--- config.mk ---
export PLATFORM = sky130hd
export DESIGN_NAME = m_vmem_wr_arbiter
export DESIGN_NICKNAME = d
export VERILOG_FILES = /design/src/rtl/m_vmem_wr_arbiter.sv
export SDC_FILE = /design/constraint.sdc
export NUM_CORES = 1
export LEC_CHECK = 0
export CAP_MARGIN = 40
export CORE_MARGIN = 8
export CORE_UTILIZATION = 40
export CTS_BUF_LIST = sky130_fd_sc_hd__clkbuf_8
export CTS_CLUSTER_SIZE = 28
export DETAILED_ROUTE_END_ITERATION = 10
export PLACE_DENSITY = 0.87
export SLEW_MARGIN = 20
export SYNTH_ARGS = -nofsm -noshare
export SYNTH_HDL_FRONTEND = slang
export SYNTH_SLANG_ARGS = --single-unit
--- constraint.sdc ---
create_clock -name w_clk -period 1.95 [get_ports w_clk]
set_input_delay 0.2925 -clock w_clk [delete_from_list [all_inputs] [get_ports w_clk]]
set_output_delay 0.2925 -clock w_clk [all_outputs]
set_load 0.01 [all_outputs]
--- src/rtl/m_vmem_wr_arbiter.sv ---
// Round-robin arbiter for the 256x256x16 video memory write port, with a priority clear engine.
// Build option: define ARB_STATS_EN to enable the saturating stall counter on w_stall_cnt.
`timescale 1ns/1ps
module m_vmem_wr_arbiter #(
  parameter int unsigned NREQ  = 3,
  parameter int unsigned BURST = 16,
  parameter int unsigned W     = 240,
  parameter int unsigned H     = 240
) (
  input  logic                 w_clk,
  input  logic                 w_rst,
  input  logic [NREQ-1:0]      w_req,
  input  logic [NREQ*16-1:0]   w_adr,
  input  logic [NREQ*16-1:0]   w_dat,
  output logic [NREQ-1:0]      w_gnt,
  input  logic                 w_clr,
  input  logic [15:0]          w_clr_color,
  output logic                 w_clr_busy,
  output logic                 w_we,
  output logic [15:0]          w_wadr,
  output logic [15:0]          w_wdata,
  output logic [31:0]          w_stall_cnt
);
  localparam int unsigned IW = (NREQ > 1) ? $clog2(NREQ) : 1;

  typedef enum logic [1:0] {S_IDLE, S_OWN, S_CLEAR} state_t;

  state_t          state_q, state_d;
  logic [IW-1:0]   owner_q, owner_d;
  logic [IW-1:0]   last_q, last_d;
  logic [7:0]      burst_q, burst_d;
  logic [7:0]      x_q, x_d;
  logic [7:0]      y_q, y_d;
  logic            pending_q, pending_d;
  logic [15:0]     color_q, color_d;
  logic [NREQ-1:0] gnt_d;
  logic            we_d;
  logic [15:0]     wadr_d, wdata_d;
  logic [IW-1:0]   rr_pick;
  logic            rr_any;
  logic [15:0]     own_adr, own_dat;
  logic            xfer;
  logic            clr_accept;
  logic            clr_last;

  assign xfer       = |(w_req & w_gnt);
  assign clr_accept = w_clr && !pending_q;
  assign clr_last   = (state_q == S_CLEAR) && (x_q == 8'(W-1)) && (y_q == 8'(H-1));
  assign w_clr_busy = pending_q;

  // First requesting index after the last owner, wrapping around.
  always_comb begin
    rr_pick = '0;
    rr_any  = 1'b0;
    for (int unsigned k = 1; k <= NREQ; k++) begin
      for (int unsigned j = 0; j < NREQ; j++) begin
        if (!rr_any && w_req[j] && (((32'(last_q) + k) % NREQ) == j)) begin
          rr_any  = 1'b1;
          rr_pick = IW'(j);
        end
      end
    end
  end

  always_comb begin
    own_adr = '0;
    own_dat = '0;
    for (int unsigned j = 0; j < NREQ; j++) begin
      if (owner_q == IW'(j)) begin
        own_adr = w_adr[16*j +: 16];
        own_dat = w_dat[16*j +: 16];
      end
    end
  end

  always_ff @(posedge w_clk) begin
    if (w_rst) state_q <= S_IDLE;
    else       state_q <= state_d;
  end

  always_comb begin
    state_d   = state_q;
    owner_d   = owner_q;
    last_d    = last_q;
    burst_d   = burst_q;
    x_d       = x_q;
    y_d       = y_q;
    pending_d = pending_q | clr_accept;
    color_d   = clr_accept ? w_clr_color : color_q;
    case (state_q)
      S_IDLE: begin
        if (pending_q || w_clr) begin
          state_d = S_CLEAR;
          x_d     = '0;
          y_d     = '0;
        end else if (rr_any) begin
          state_d = S_OWN;
          owner_d = rr_pick;
          burst_d = '0;
        end
      end
      S_OWN: begin
        if (xfer) burst_d = burst_q + 8'd1;
        // A pending clear lets the in-flight transfer finish, then takes the port.
        if (!xfer || pending_q || (burst_q == 8'(BURST-1))) begin
          state_d = S_IDLE;
          last_d  = owner_q;
        end
      end
      S_CLEAR: begin
        if (x_q == 8'(W-1)) begin
          x_d = '0;
          y_d = y_q + 8'd1;
        end else begin
          x_d = x_q + 8'd1;
        end
        if (clr_last) begin
          state_d   = S_IDLE;
          pending_d = 1'b0;
          x_d       = '0;
          y_d       = '0;
        end
      end
      default: state_d = S_IDLE;
    endcase
  end

  always_comb begin
    gnt_d   = '0;
    we_d    = 1'b0;
    wadr_d  = w_wadr;
    wdata_d = w_wdata;
    if (state_d == S_OWN) begin
      for (int unsigned j = 0; j < NREQ; j++) gnt_d[j] = (owner_d == IW'(j));
    end
    if (xfer) begin
      we_d    = 1'b1;
      wadr_d  = own_adr;
      wdata_d = own_dat;
    end else if (state_q == S_CLEAR) begin
      we_d    = 1'b1;
      wadr_d  = {y_q, x_q};
      wdata_d = color_q;
    end
  end

  always_ff @(posedge w_clk) begin
    if (w_rst) begin
      owner_q   <= '0;
      last_q    <= IW'(NREQ-1);
      burst_q   <= '0;
      x_q       <= '0;
      y_q       <= '0;
      pending_q <= 1'b0;
      color_q   <= '0;
      w_gnt     <= '0;
      w_we      <= 1'b0;
      w_wadr    <= '0;
      w_wdata   <= '0;
    end else begin
      owner_q   <= owner_d;
      last_q    <= last_d;
      burst_q   <= burst_d;
      x_q       <= x_d;
      y_q       <= y_d;
      pending_q <= pending_d;
      color_q   <= color_d;
      w_gnt     <= gnt_d;
      w_we      <= we_d;
      w_wadr    <= wadr_d;
      w_wdata   <= wdata_d;
    end
  end

`ifdef ARB_STATS_EN
  logic [31:0] stall_q;

  // Cycles in which at least one requester waits without a grant.
  always_ff @(posedge w_clk) begin
    if (w_rst) begin
      stall_q <= '0;
    end else if ((|(w_req & ~w_gnt)) && (stall_q != '1)) begin
      stall_q <= stall_q + 32'd1;
    end
  end

  assign w_stall_cnt = stall_q;
`else
  assign w_stall_cnt = 32'd0;
`endif

endmodule

# [Word-level counts from Yosys, hierarchy flattened]
# Index checks and enable logic that the tools add are counted.
[totals] ff_bits=83 in_bits=118 out_inout_bits=69 word_cells=143
[op_classes] n_addsub=6 div=3 n_eq_ne=21 muxes=50 bitwise_logic=3 reduce_logical=48
[ops] cell="$mux W16" count=10
[ops] cell="$eq A32 B1 Y1 const B" count=3
[ops] cell="$eq A32 B2 Y1 const B" count=3
[ops] cell="$logic_not A32 Y1" count=3
[ops] cell="$mod A32 B2 Y32 const B" count=3
[ops] cell="$mux W8" count=8
[ops] cell="$pmux W8 S2" count=3
[ops] cell="$mux W2" count=14
[ops] cell="$add A8 B1 Y8 const B" count=3
[ops] cell="$logic_and A1 B1 Y1" count=20
[ops] cell="$eq A8 B8 Y1 const B" count=2
[ops] cell="$mux W1" count=14
[ops] cell="$logic_not A1 Y1" count=10
[ops] cell="$eq A2 B1 Y1 const B" count=4
[ops] cell="$eq A8 B4 Y1 const B" count=1
[ops] cell="$ne A2 B2 Y1 const B" count=4
[ops] cell="$add A2 B2 Y3 const B" count=2
[ops] cell="$eq A2 B2 Y1 const B" count=3
[ops] cell="$logic_not A2 Y1" count=3
[ops] cell="$pmux W2 S3" count=1
[ops] cell="$reduce_bool A2 Y1" count=3
[ops] cell="$reduce_and A2 Y1" count=2
[ops] cell="$reduce_and A4 Y1" count=1
[ops] cell="$add A2 B1 Y3 const B" count=1
[ops] cell="other kinds (8)" count=10

# [Longest topological paths before layout]
[logic_depth] word_depth=43 ltp_mapped=8 ltp_nobuf=7

# [Worst setup path after synthesis]
# No wires, ideal clock.
[synth_path] kind="reg-to-reg" start="register state_q[0]" end="register w_gnt[1]" setup_ns=0.073 t_arrival_ns=1.804 required_time_ns=1.877 path_slack_ns=0.074 stages_incl_launch_ff=7 path_buffers=2 synth_period_minus_slack_ns=1.876 path_cell_list="dfxtp_1 buf_6 or4_4 or3_1 buf_6 mux2_4 nor3b_2"
[synth_via] elab_chain_len=8 word_cells_on_any_way=15 cone_classes="eq/ne: 4; mux: 6; bitwise: 1; reduce/logical: 4"
[synth_rtl] item="start: declaration" line_no="28" text="state_t state_q, state_d;"
[synth_rtl] item="start signal: assignment" line_no="78" text="else state_q <= state_d;"
[synth_rtl] item="$eq A2 B2 Y1" line_no="48, 90"
[synth_rtl] item="$logic_and A1 B1 Y1 (2 in a row)" line_no="48" text="assign clr_last = (state_q == S_CLEAR) && (x_q == 8'(W-1)) && (y_q == 8'(H-1));"
[synth_rtl] item="$mux W2" line_no="117" text="if (clr_last) begin"
[synth_rtl] item="$pmux W2 S3" line_no="90" text="case (state_q)"
[synth_rtl] item="$eq A2 B1 Y1" line_no="133" text="if (state_d == S_OWN) begin"
[synth_rtl] item="$not A1 Y1 (no source line)"
[synth_rtl] item="$reduce_or A2 Y1 (no source line)"
[synth_rtl] item="end signal: assignment" line_no="168" text="w_gnt <= gnt_d;"
[synth_rtl] item="end: declaration" line_no="15" text="output logic [NREQ-1:0] w_gnt,"
# Parallel ways exist; a longest one is shown, timed or not.
# A chain may end at the register's enable or synchronous reset.

# [Worst setup path in the final report]
[layout_path] start="register pending_q, in the netlist w_clr_busy" end="register burst_q[5]"
[layout_via] elab_chain_len=3
[layout_rtl] item="start: declaration" line_no="34" text="logic pending_q, pending_d;"
[layout_rtl] item="start signal: assignment" line_no="166" text="pending_q <= pending_d;"
[layout_rtl] item="$logic_or A1 B1 Y1" line_no="92" text="if (pending_q || w_clr) begin"
[layout_rtl] item="$ne A2 B2 Y1 (no source line)"
[layout_rtl] item="$reduce_and A4 Y1 (no source line)"
[layout_rtl] item="end signal: assignment" line_no="163" text="burst_q <= burst_d;"
[layout_rtl] item="end: declaration" line_no="31" text="logic [7:0] burst_q, burst_d;"
# Every way passes these cells.

==> flow_metrics.tcl <==
set metrics [dict create \
    max_stage_delay_ns 0.54 \
    place_hpwl_um 11500 \
    multi_input_area_mm2 0.00250 \
    peakVddDrop_uv 366 \
    die_h_um 122 \
    cts_root_buf "clkbuf_8" \
    nNetsFinal 829 \
    cts_max_path_buffers 2 \
    critPathLaunchType "flop" \
    place_congestion 0.890 \
    initialDrtViolationCount 292 \
    drv_slew 0 \
    ant_nets 0 \
    vias 4499 \
    slowest_stage "or4_4" \
    path_max_fanout 8 \
    worstHoldStart "w_rst" \
    synth-edff-count 0 \
    clkSlewWorstSetupHoldPaths_ns 0.09 \
    r2r_start "w_clr_busy$_SDFF_PP0_" \
    seq_area_frac_synth_pct 37.3 \
    start_util_pct 41.1 \
    finalCriticalPeriod_ns 1.86 \
    critPathArrivalTime_ns 2.10 \
    wirelength_um 14700 \
    detail_route.wl_per_cell_um 17.3 \
    grt_pass1_vias 4583 \
    track_usage_pct 19.0 \
    worstPathCellList "or4_4, buf_4, o32ai_2, buf_4, nand4_1, xor2_1, nor2_1" \
    synthDistinctLibCells 43 \
    rows 38 \
    p_per_area_mw_per_mm2 618 \
    ys.flop_type "dfxtp_1" \
    cp-end-kind "flop" \
    cts_tree "yes" \
    synth_cells 554 \
    worstPathRequired_ns 2.18 \
    dr.pass1.iters 5 \
    grt_max_degree 46 \
    area_growth_pct 42.8 \
    final-hold-violation-count 0 \
    grt_pass1_wl_um 23000 \
    routed_via_density 5.29 \
    timing.fmax_mhz 536 \
    seqCellArea_mm2 0.00166 \
    crit_buf_inv 2 \
    cts.htree.levels 3 \
    status "finished, final reports clean" \
    period_share_pct 95.6 \
    layout-drive-gt1-share_pct 8.58 \
    ys_async_sr_fraction_pct 0 \
    worst-setup-path-type "flop to flop" \
    final_common_cell "clkdlybuf4s50_1" \
    skew_ns 0.0123 \
    core_area_mm2 0.0108 \
    dieArea_mm2 0.0148 \
    hold_class "input pin to flop" \
    layout_common_cells "153 x clkdlybuf4s50_1, 108 x nand2_1, 81 x dfxtp_1, 63 x nor2_1, 34 x mux2i_1" \
    cp_top_family "simple AND/OR/NAND/NOR gates" \
    top_level_ports 187 \
    cts_made_buffers 9 \
    grt_antenna_before_repair 0 \
    num-fill-cells 968 \
    slew-limit-headroom_pct 52.8 \
    cts.sinks 83 \
    clk_latency_ns 0.36 \
    yosysWarnings 0 \
    cpMostUsedCell "buf_4" \
    final.setup.tns_ns 0 \
    drc 0 \
    synth.avg_cell_area_um2 8.04 \
    grt-ovfl-total 0 \
    utilization_pct 58.7 \
    antenna_cells 0 \
    worst_pin_slew_ns 0.709 \
    drv_cap 0 \
    cellLeakagePower_nw 2.26 \
    startpoint "w_clr_busy$_SDFF_PP0_" \
    syn_area_mm2 0.00446 \
    synth.ff_latch_count 83 \
    fp.dieW_um 122 \
    port_buffers 154 \
    finalSetupViolCount 0 \
]
area by class of cell:
| type | instances | share of cell area (%) |
|---|---|---|
| inverter | 3 | 0.177 |
| clock inverter | 6 | 1.12 |
| sequential | 83 | 26.2 |
| tap | 140 | 2.75 |
| timing repair buffer | 185 | 28.4 |
| multi-input combinational | 424 | 39.2 |
| clock buffer | 10 | 2.16 |
metrics by stage:
step	instances	setup slack (ns)	hold slack [ns]	cell area, um2	power, mW
3_5_place_dp	834	-0.264	0.449	6130	2.65
3_3_place_gp	834	-0.166	0.444	6130	2.63
2_1_floorplan	585	0.0736	0.403	4570	2.25
5_1_grt	851	-0.00266	0.434	6360	4.12
4_1_cts	850	0.0133	0.400	6340	3.95
6_report	851	0.0856	0.404	6360	3.93
kinds of logic (layout without fill, tap and decap cells):
group | Yosys count | count (layout) | synth area share (%)
other | 1 | 32 | 0.0841
buffers and inverters | 78 | 204 | 9.77
flip-flops | 83 | 83 | 37.3
XOR/XNOR | 16 | 16 | 3.14
AO/OA/AOI/OAI | 106 | 106 | 17.4
multiplexers | 36 | 36 | 8.28
AND/OR/NAND/NOR | 229 | 229 | 22.7
adder cells (fa/ha/maj) | 5 | 5 | 1.40
final timing paths:
kind	slack, ns	cells past startpoint	end
setup / recovery	0.09	7	burst_q[5]$_SDFFE_PP0P_
hold / removal	0.40	2	owner_q[1]$_SDFF_PP0_
setup reg to reg	0.09	7	burst_q[5]$_SDFFE_PP0P_
hold reg to reg	0.46	2	color_q[4]$_SDFFE_PP0P_
cells in the mapped netlist (all sizes together), types with 8 or more instances:
cell / count / share of area [%]
a211oi: 33 / 5.6
a21oi: 23 / 2.6
a311oi: 33 / 6.5
buf: 44 / 6.9
clkbuf: 31 / 2.6
dfxtp: 83 / 37
mux2i: 35 / 7.9
nand2: 108 / 9.1
nand2b: 8 / 1.1
nand3: 11 / 1.2
nor2: 63 / 5.3
o21ai: 9 / 1.0
xor2: 11 / 2.2
state kept, by name, summed over array words and instances, names as in the netlist:
register / count
burst_q: 8
color_q: 16
last_q: 2
owner_q: 2
state_q: 2
w_clr_busy: 1
w_gnt: 3
w_wadr: 16
w_wdata: 16
w_we: 1
x_q: 8
y_q: 8
report_power, final:
part	total, mW	switching, mW	internal, mW
sequential	1.81	0.0468	1.77
clock	1.31	0.665	0.641
combinational	0.812	0.377	0.435
metal layers:
metal  global-route usage, %  up-vias  share of wire, %
met5                       0        -                 0
met4                    7.02        0               2.4
met3                    4.95       30               6.8
met2                    33.9      175                51
met1                    21.4     2106                39
li1                        -     2188                 -
repair_timing:
action | CTS | global route
setup buffers | 0 | 1
resized for setup | 0 | 4
hold buffers | 0 | 0
setup endpoints to repair | 0 | 10
No activity file was read; power rests on OpenSTA's default activity.
